## config.mk

```make
export PLATFORM = sky130hd
export DESIGN_NAME = rvd_downsizer_flat
export DESIGN_NICKNAME = d
export VERILOG_FILES = /design/src/rtl/rvd_downsizer_if.sv /design/src/rtl/rvd_downsizer.sv /design/src/flat_wrapper.sv
export SDC_FILE = /design/constraint.sdc
export NUM_CORES = 1
export LEC_CHECK = 0
export BUFFER_PORTS_ARGS = -buffer_cell sky130_fd_sc_hd__buf_2
export CORE_UTILIZATION = 53
export DETAILED_ROUTE_END_ITERATION = 10
export PLACE_DENSITY = 0.85
export SYNTH_ARGS = -nofsm -noshare
export SYNTH_HDL_FRONTEND = slang
export SYNTH_SLANG_ARGS = --single-unit
```

## constraint.sdc

```tcl
create_clock -name clk -period 2 [get_ports clk]
set_input_delay 0 -clock clk [delete_from_list [all_inputs] [get_ports clk]]
set_output_delay 0 -clock clk [all_outputs]
set_load 0.05 [all_outputs]
```

## src/rtl/rvd_downsizer_if.sv

```systemverilog
// Wide-to-narrow stream bundle: word input side (s_port_*) and beat output side (m_port_*).
// m_port_last is present only when RVD_DOWNSIZER_LAST_EN is defined.
interface rvd_downsizer_if #(
    parameter int T = 64,
    parameter int W = 16
);
    logic [T-1:0] s_port_data;
    logic         s_port_valid;
    logic         s_port_ready;
    logic [W-1:0] m_port_data;
    logic         m_port_valid;
    logic         m_port_ready;
`ifdef RVD_DOWNSIZER_LAST_EN
    logic         m_port_last;
`endif

`ifdef RVD_DOWNSIZER_LAST_EN
    modport slave (
        input  s_port_data, s_port_valid, m_port_ready,
        output s_port_ready, m_port_data, m_port_valid, m_port_last
    );
    modport master (
        output s_port_data, s_port_valid, m_port_ready,
        input  s_port_ready, m_port_data, m_port_valid, m_port_last
    );
`else
    modport slave (
        input  s_port_data, s_port_valid, m_port_ready,
        output s_port_ready, m_port_data, m_port_valid
    );
    modport master (
        output s_port_data, s_port_valid, m_port_ready,
        input  s_port_ready, m_port_data, m_port_valid
    );
`endif
endinterface

```

## src/rtl/rvd_downsizer.sv

```systemverilog
// Splits each T-bit input word into N = T/W output beats, LSB first, at one beat per cycle.
// Optional feature macro RVD_DOWNSIZER_LAST_EN adds m_port_last on the final beat of each word.
module rvd_downsizer #(
    parameter int T = 64,
    parameter int W = 16
) (
    input logic           clk,
    input logic           reset,
    rvd_downsizer_if.slave bus
);
    localparam int N  = T / W;
    localparam int CW = (N > 1) ? $clog2(N) : 1;
    localparam logic [CW-1:0] LAST_CNT = CW'(N - 1);

    typedef enum logic {
        EMPTY,
        BUSY
    } state_t;

    state_t        state_q;
    state_t        state_d;
    logic [T-1:0]  hold_q;
    logic [T-1:0]  hold_d;
    logic [CW-1:0] cnt_q;
    logic [CW-1:0] cnt_d;
    logic          at_last;
    logic          in_hs;
    logic          out_hs;

    // Outputs are forced low while reset is held, even before the register has been cleared.
    assign at_last          = (state_q == BUSY) && (cnt_q == LAST_CNT);
    assign bus.m_port_valid = !reset && (state_q == BUSY);
    assign bus.s_port_ready = !reset && ((state_q == EMPTY) || (at_last && bus.m_port_ready));
    assign bus.m_port_data  = hold_q[int'(cnt_q) * W +: W];
`ifdef RVD_DOWNSIZER_LAST_EN
    assign bus.m_port_last  = !reset && at_last;
`endif

    assign in_hs  = bus.s_port_valid && bus.s_port_ready;
    assign out_hs = bus.m_port_valid && bus.m_port_ready;

    always_ff @(posedge clk) begin
        if (reset) begin
            state_q <= EMPTY;
            hold_q  <= '0;
            cnt_q   <= '0;
        end else begin
            state_q <= state_d;
            hold_q  <= hold_d;
            cnt_q   <= cnt_d;
        end
    end

    // On the last beat a waiting word is loaded in the same cycle, so back-to-back words never bubble.
    always_comb begin
        state_d = state_q;
        hold_d  = hold_q;
        cnt_d   = cnt_q;
        case (state_q)
            EMPTY: begin
                if (in_hs) begin
                    hold_d  = bus.s_port_data;
                    cnt_d   = '0;
                    state_d = BUSY;
                end
            end
            BUSY: begin
                if (out_hs) begin
                    if (cnt_q != LAST_CNT) begin
                        cnt_d = cnt_q + 1'b1;
                    end else if (in_hs) begin
                        hold_d = bus.s_port_data;
                        cnt_d  = '0;
                    end else begin
                        cnt_d   = '0;
                        state_d = EMPTY;
                    end
                end
            end
            default: begin
                state_d = EMPTY;
                cnt_d   = '0;
            end
        endcase
    end
endmodule

```

## src/flat_wrapper.sv

```systemverilog
// flat-port wrapper written by rule: the top's interface ports become plain ports
module rvd_downsizer_flat 
#(
    parameter int T = 64,
    parameter int W = 16
)
  (clk, reset, bus_s_port_data, bus_s_port_valid, bus_m_port_ready, bus_s_port_ready, bus_m_port_data, bus_m_port_valid);
  rvd_downsizer_if #(.T(T), .W(W)) bus_i ();
  input logic clk;
  input logic reset;
  input wire logic [$bits(bus_i.s_port_data)-1:0] bus_s_port_data;
  input wire logic [$bits(bus_i.s_port_valid)-1:0] bus_s_port_valid;
  input wire logic [$bits(bus_i.m_port_ready)-1:0] bus_m_port_ready;
  output wire logic [$bits(bus_i.s_port_ready)-1:0] bus_s_port_ready;
  output wire logic [$bits(bus_i.m_port_data)-1:0] bus_m_port_data;
  output wire logic [$bits(bus_i.m_port_valid)-1:0] bus_m_port_valid;
  assign bus_i.s_port_data = bus_s_port_data;
  assign bus_i.s_port_valid = bus_s_port_valid;
  assign bus_i.m_port_ready = bus_m_port_ready;
  assign bus_s_port_ready = bus_i.s_port_ready;
  assign bus_m_port_data = bus_i.m_port_data;
  assign bus_m_port_valid = bus_i.m_port_valid;
  rvd_downsizer #(.T(T), .W(W)) u_core (.clk(clk), .reset(reset), .bus(bus_i));
endmodule
```

==> flow_results.xml <==
<?xml version="1.0" encoding="UTF-8"?>
<metrics>
  <group name="routing">
    <metric name="route.antenna.remaining_nets" unit="">0</metric>
    <metric name="route.detailed.wl_per_inst" unit="microns">15.2</metric>
    <metric name="drt_first_pass_iters" unit="">4</metric>
    <metric name="remaining_drc_errors" unit="">0</metric>
    <metric name="drt_iter0_markers" unit="">82</metric>
    <metric name="postRouteWirelength" unit="mm">7.13</metric>
    <metric name="vias" unit="">2346</metric>
    <metric name="drt-vias-per-instance" unit="">4.99</metric>
  </group>
  <group name="worst_setup_path">
    <metric name="crit_fanout" unit="">18</metric>
    <metric name="arrival" unit="ns">1.81</metric>
    <metric name="element_type_at_the_critical_path_end" unit="">output pin</metric>
    <metric name="critical_path.startpoint_type" unit="">register</metric>
    <metric name="critical_path_class" unit="">reg -&gt; out</metric>
    <metric name="cp.required" unit="ns">2.00</metric>
  </group>
  <group name="global_routing">
    <metric name="grt_pass1_wl" unit="mm">11.3</metric>
    <metric name="global_route.overflow_total" unit="">0</metric>
    <metric name="largest_net_degree_at_the_start_of_global_routing" unit="">70</metric>
    <metric name="global_route.usage.total" unit="%">23.1</metric>
    <metric name="antenna_found_initial" unit="">0</metric>
    <metric name="grt_pass1_vias" unit="">2460</metric>
  </group>
  <group name="finish">
    <metric name="areaGrowthSynthToFinish" unit="%">36.8</metric>
    <metric name="nFillCells" unit="">380</metric>
    <metric name="layout.nets" unit="">459</metric>
    <metric name="drive_gt1_share" unit="%">46.8</metric>
    <metric name="final-seq-area" unit="sq mm">0.00134</metric>
    <metric name="antenna_cells" unit="">0</metric>
    <metric name="finished_layout_cell_area" unit="sq mm">0.00456</metric>
    <metric name="multiInputGateArea" unit="sq mm">0.00182</metric>
  </group>
  <group name="synthesis">
    <metric name="seq_area_frac_synth" unit="%">40.2</metric>
    <metric name="synth_top_cells_by_count" unit="">sky130_fd_sc_hd__dfxtp_1 (67), sky130_fd_sc_hd__nor2b_1 (61), sky130_fd_sc_hd__mux2_4 (60)</metric>
    <metric name="synth.most_common_cell" unit="">sky130_fd_sc_hd__dfxtp_1</metric>
    <metric name="synthDistinctLibCells" unit="">18</metric>
    <metric name="synth-adder-area-share" unit="%">0.375</metric>
    <metric name="multiplexer_fraction_of_the_synthesized_cell_area" unit="%">39.5</metric>
    <metric name="synth.top_cells.by_area" unit="">sky130_fd_sc_hd__dfxtp_1 (40%), sky130_fd_sc_hd__mux2_4 (27%), sky130_fd_sc_hd__nor2b_1 (11%)</metric>
    <metric name="asyncSetResetFlopFracSynth" unit="%">0</metric>
    <metric name="yosys_most_used_dff" unit="">sky130_fd_sc_hd__dfxtp_1</metric>
    <metric name="synth_edf_count" unit="">0</metric>
    <metric name="cell_area_after_synthesis" unit="sq mm">0.00334</metric>
    <metric name="synthXorXnorAreaFrac" unit="%">0</metric>
    <metric name="postSynthAreaPerCell" unit="sq um">13.8</metric>
    <metric name="synth_cells" unit="">242</metric>
    <metric name="synth.ff_latch_count" unit="">67</metric>
    <metric name="yosys_warnings" unit="">0</metric>
    <metric name="synth_top_family_by_area" unit="">multiplexers</metric>
    <metric name="yosys.area_share.simple" unit="%">13.4</metric>
    <metric name="synth.top_cell.area_share" unit="%">40.2</metric>
    <metric name="syn-num-nets" unit="">311</metric>
    <metric name="yosysTopAreaCell" unit="">sky130_fd_sc_hd__dfxtp_1</metric>
    <metric name="synth_compound_area_share" unit="%">1.09</metric>
  </group>
  <group name="sta">
    <metric name="slew-limit-headroom" unit="%">54.8</metric>
    <metric name="min_period_over_period" unit="%">90.4</metric>
    <metric name="finalMaxSlewViolations" unit="">0</metric>
    <metric name="setup_viol" unit="">0</metric>
    <metric name="final_period_minus_worst_setup_slack" unit="ns">1.81</metric>
    <metric name="hold_viol" unit="">0</metric>
    <metric name="fmaxAchievable" unit="MHz">553</metric>
    <metric name="skew" unit="ns">0.0109</metric>
    <metric name="setup-tns-final" unit="ns">0</metric>
    <metric name="rsz_0062_raised_after_global_routing" unit="">false</metric>
    <metric name="worst_slew_pin_slew" unit="ns">0.678</metric>
  </group>
  <group name="die">
    <metric name="dieHeight" unit="microns">81.3</metric>
    <metric name="floorplan.rows" unit="">28</metric>
    <metric name="core_area" unit="sq mm">0.00599</metric>
    <metric name="chipWidth" unit="microns">81.3</metric>
    <metric name="start_util" unit="%">55.7</metric>
    <metric name="dieArea" unit="sq mm">0.00662</metric>
    <metric name="top_level_ports" unit="">86</metric>
  </group>
  <group name="clock_tree">
    <metric name="path_clk_slew" unit="ns">0.06</metric>
    <metric name="cts_max_level" unit="">3</metric>
    <metric name="post_cts_resized" unit="">0</metric>
    <metric name="tritoncts.num_buffers" unit="">9</metric>
    <metric name="clkSinkCount" unit="">67</metric>
    <metric name="clock_insertion_delay_worst_skew" unit="ns">0.33</metric>
    <metric name="cts.hold.buffers_added" unit="">65</metric>
    <metric name="tritoncts" unit="">done</metric>
    <metric name="cts-root-buf" unit="">sky130_fd_sc_hd__clkbuf_8</metric>
    <metric name="clk_path_buf_depth" unit="">2</metric>
    <metric name="post_cts_repair_timing_setup_buffer_count" unit="">0</metric>
  </group>
  <group name="placed_design">
    <metric name="routabilityCongestion" unit="">0.803</metric>
    <metric name="port_buffer_cells" unit="">85</metric>
    <metric name="place_area" unit="sq mm">0.00374</metric>
    <metric name="hpwlAfterDp" unit="mm">4.13</metric>
  </group>
  <group name="status">
    <metric name="run_status" unit="">finished clean</metric>
  </group>
  <group name="pwr">
    <metric name="total_power_draw" unit="uW">3120</metric>
    <metric name="maximum_vdd_ir_drop" unit="uV">532</metric>
    <metric name="cellLeakagePower" unit="uW">0.00203</metric>
    <metric name="power-per-cell-area" unit="mW/mm^2">683</metric>
  </group>
  <group name="hold_path">
    <metric name="holdCritPathClass" unit="">in -&gt; reg</metric>
  </group>
  <group name="run">
    <metric name="timing.max_cap.violations" unit="">0</metric>
  </group>
</metrics>
[final cells by class]
class | instances | share of cell area, %
Clock buffer | 14 | 3.56
Sequential cell | 67 | 29.4
Timing Repair Buffer | 155 | 24.9
Multi-Input combinational cell | 157 | 39.8
Tap cell | 75 | 2.06
Clock inverter | 2 | 0.219
[flip-flops by register name (all words and copies together), names as in the netlist]
register	count
u_core.cnt_q	2
u_core.hold_q	64
u_core.state_q	1
[per-stage QoR]
step                      worst slack, ns  instances  utilization, %  hold WS, ns
after detailed placement            0.234        389            62.4        0.229
final                               0.193        470            76.2       0.0539
after global routing                0.128        470            76.2       0.0850
after global placement              0.299        389            62.4        0.225
after CTS                           0.181        470            76.2       0.0315
after floorplan                     0.489        242               -        0.121
[kinds of logic (layout without fill, tap and decap cells)]
family / count (synthesis) / in the layout
flops: 67 / 67
buf+inv: 18 / 171
fa+ha+maj: 1 / 1
mux: 81 / 81
simple gates: 72 / 72
compound gates: 3 / 3
[power by group]
group | switching [uW] | internal [uW] | leakage [uW]
combinational | 280 | 377 | 0.00139
clock | 466 | 516 | 0.0000905
sequential | 45.7 | 1430 | 0.000552
total | 792 | 2320 | 0.00203
[layout by cell type, fill, tap and decap left out, types with 3 or more instances in the layout]
master                          Yosys  routed
sky130_fd_sc_hd__dlygate4sd3_1      0      65
sky130_fd_sc_hd__nor2b_1           61      61
sky130_fd_sc_hd__dfxtp_1           67      67
sky130_fd_sc_hd__buf_4              1       3
sky130_fd_sc_hd__and2b_1            4       4
sky130_fd_sc_hd__clkbuf_8           0      11
sky130_fd_sc_hd__mux4_2            16      16
sky130_fd_sc_hd__nor2_1             6       6
sky130_fd_sc_hd__clkbuf_1           5       3
sky130_fd_sc_hd__buf_2              4      85
sky130_fd_sc_hd__mux2_4            60      60
sky130_fd_sc_hd__mux2_2             4       4
[worst paths after layout]
path	slack, ns	to	depth (start not counted)	from
hold / removal	0.05	u_core.cnt_q[0]$_SDFFE_PP0P_	3	bus_m_port_ready
setup / recovery	0.19	bus_m_port_data[5]	3	u_core.cnt_q[0]$_SDFFE_PP0P_
setup reg to reg	0.24	u_core.hold_q[43]$_SDFFE_PP0P_	5	u_core.cnt_q[0]$_SDFFE_PP0P_
hold reg to reg	0.60	u_core.hold_q[47]$_SDFFE_PP0P_	2	u_core.hold_q[47]$_SDFFE_PP0P_
[critical path, cell delays in order, from the launching register on]
cell and delay [ns]:
sky130_fd_sc_hd__dfxtp_1 0.34, sky130_fd_sc_hd__buf_4 0.35, sky130_fd_sc_hd__mux4_2 0.57, sky130_fd_sc_hd__buf_2 0.23
[per-layer routing]
metal | global-route usage [%] | wire length (microns)
met4 | 11.1 | 178
met2 | 41.1 | 3630
met1 | 26.7 | 3050
met5 | 0 | 0
met3 | 3.93 | 264
Power figures use the tool's default switching activity.
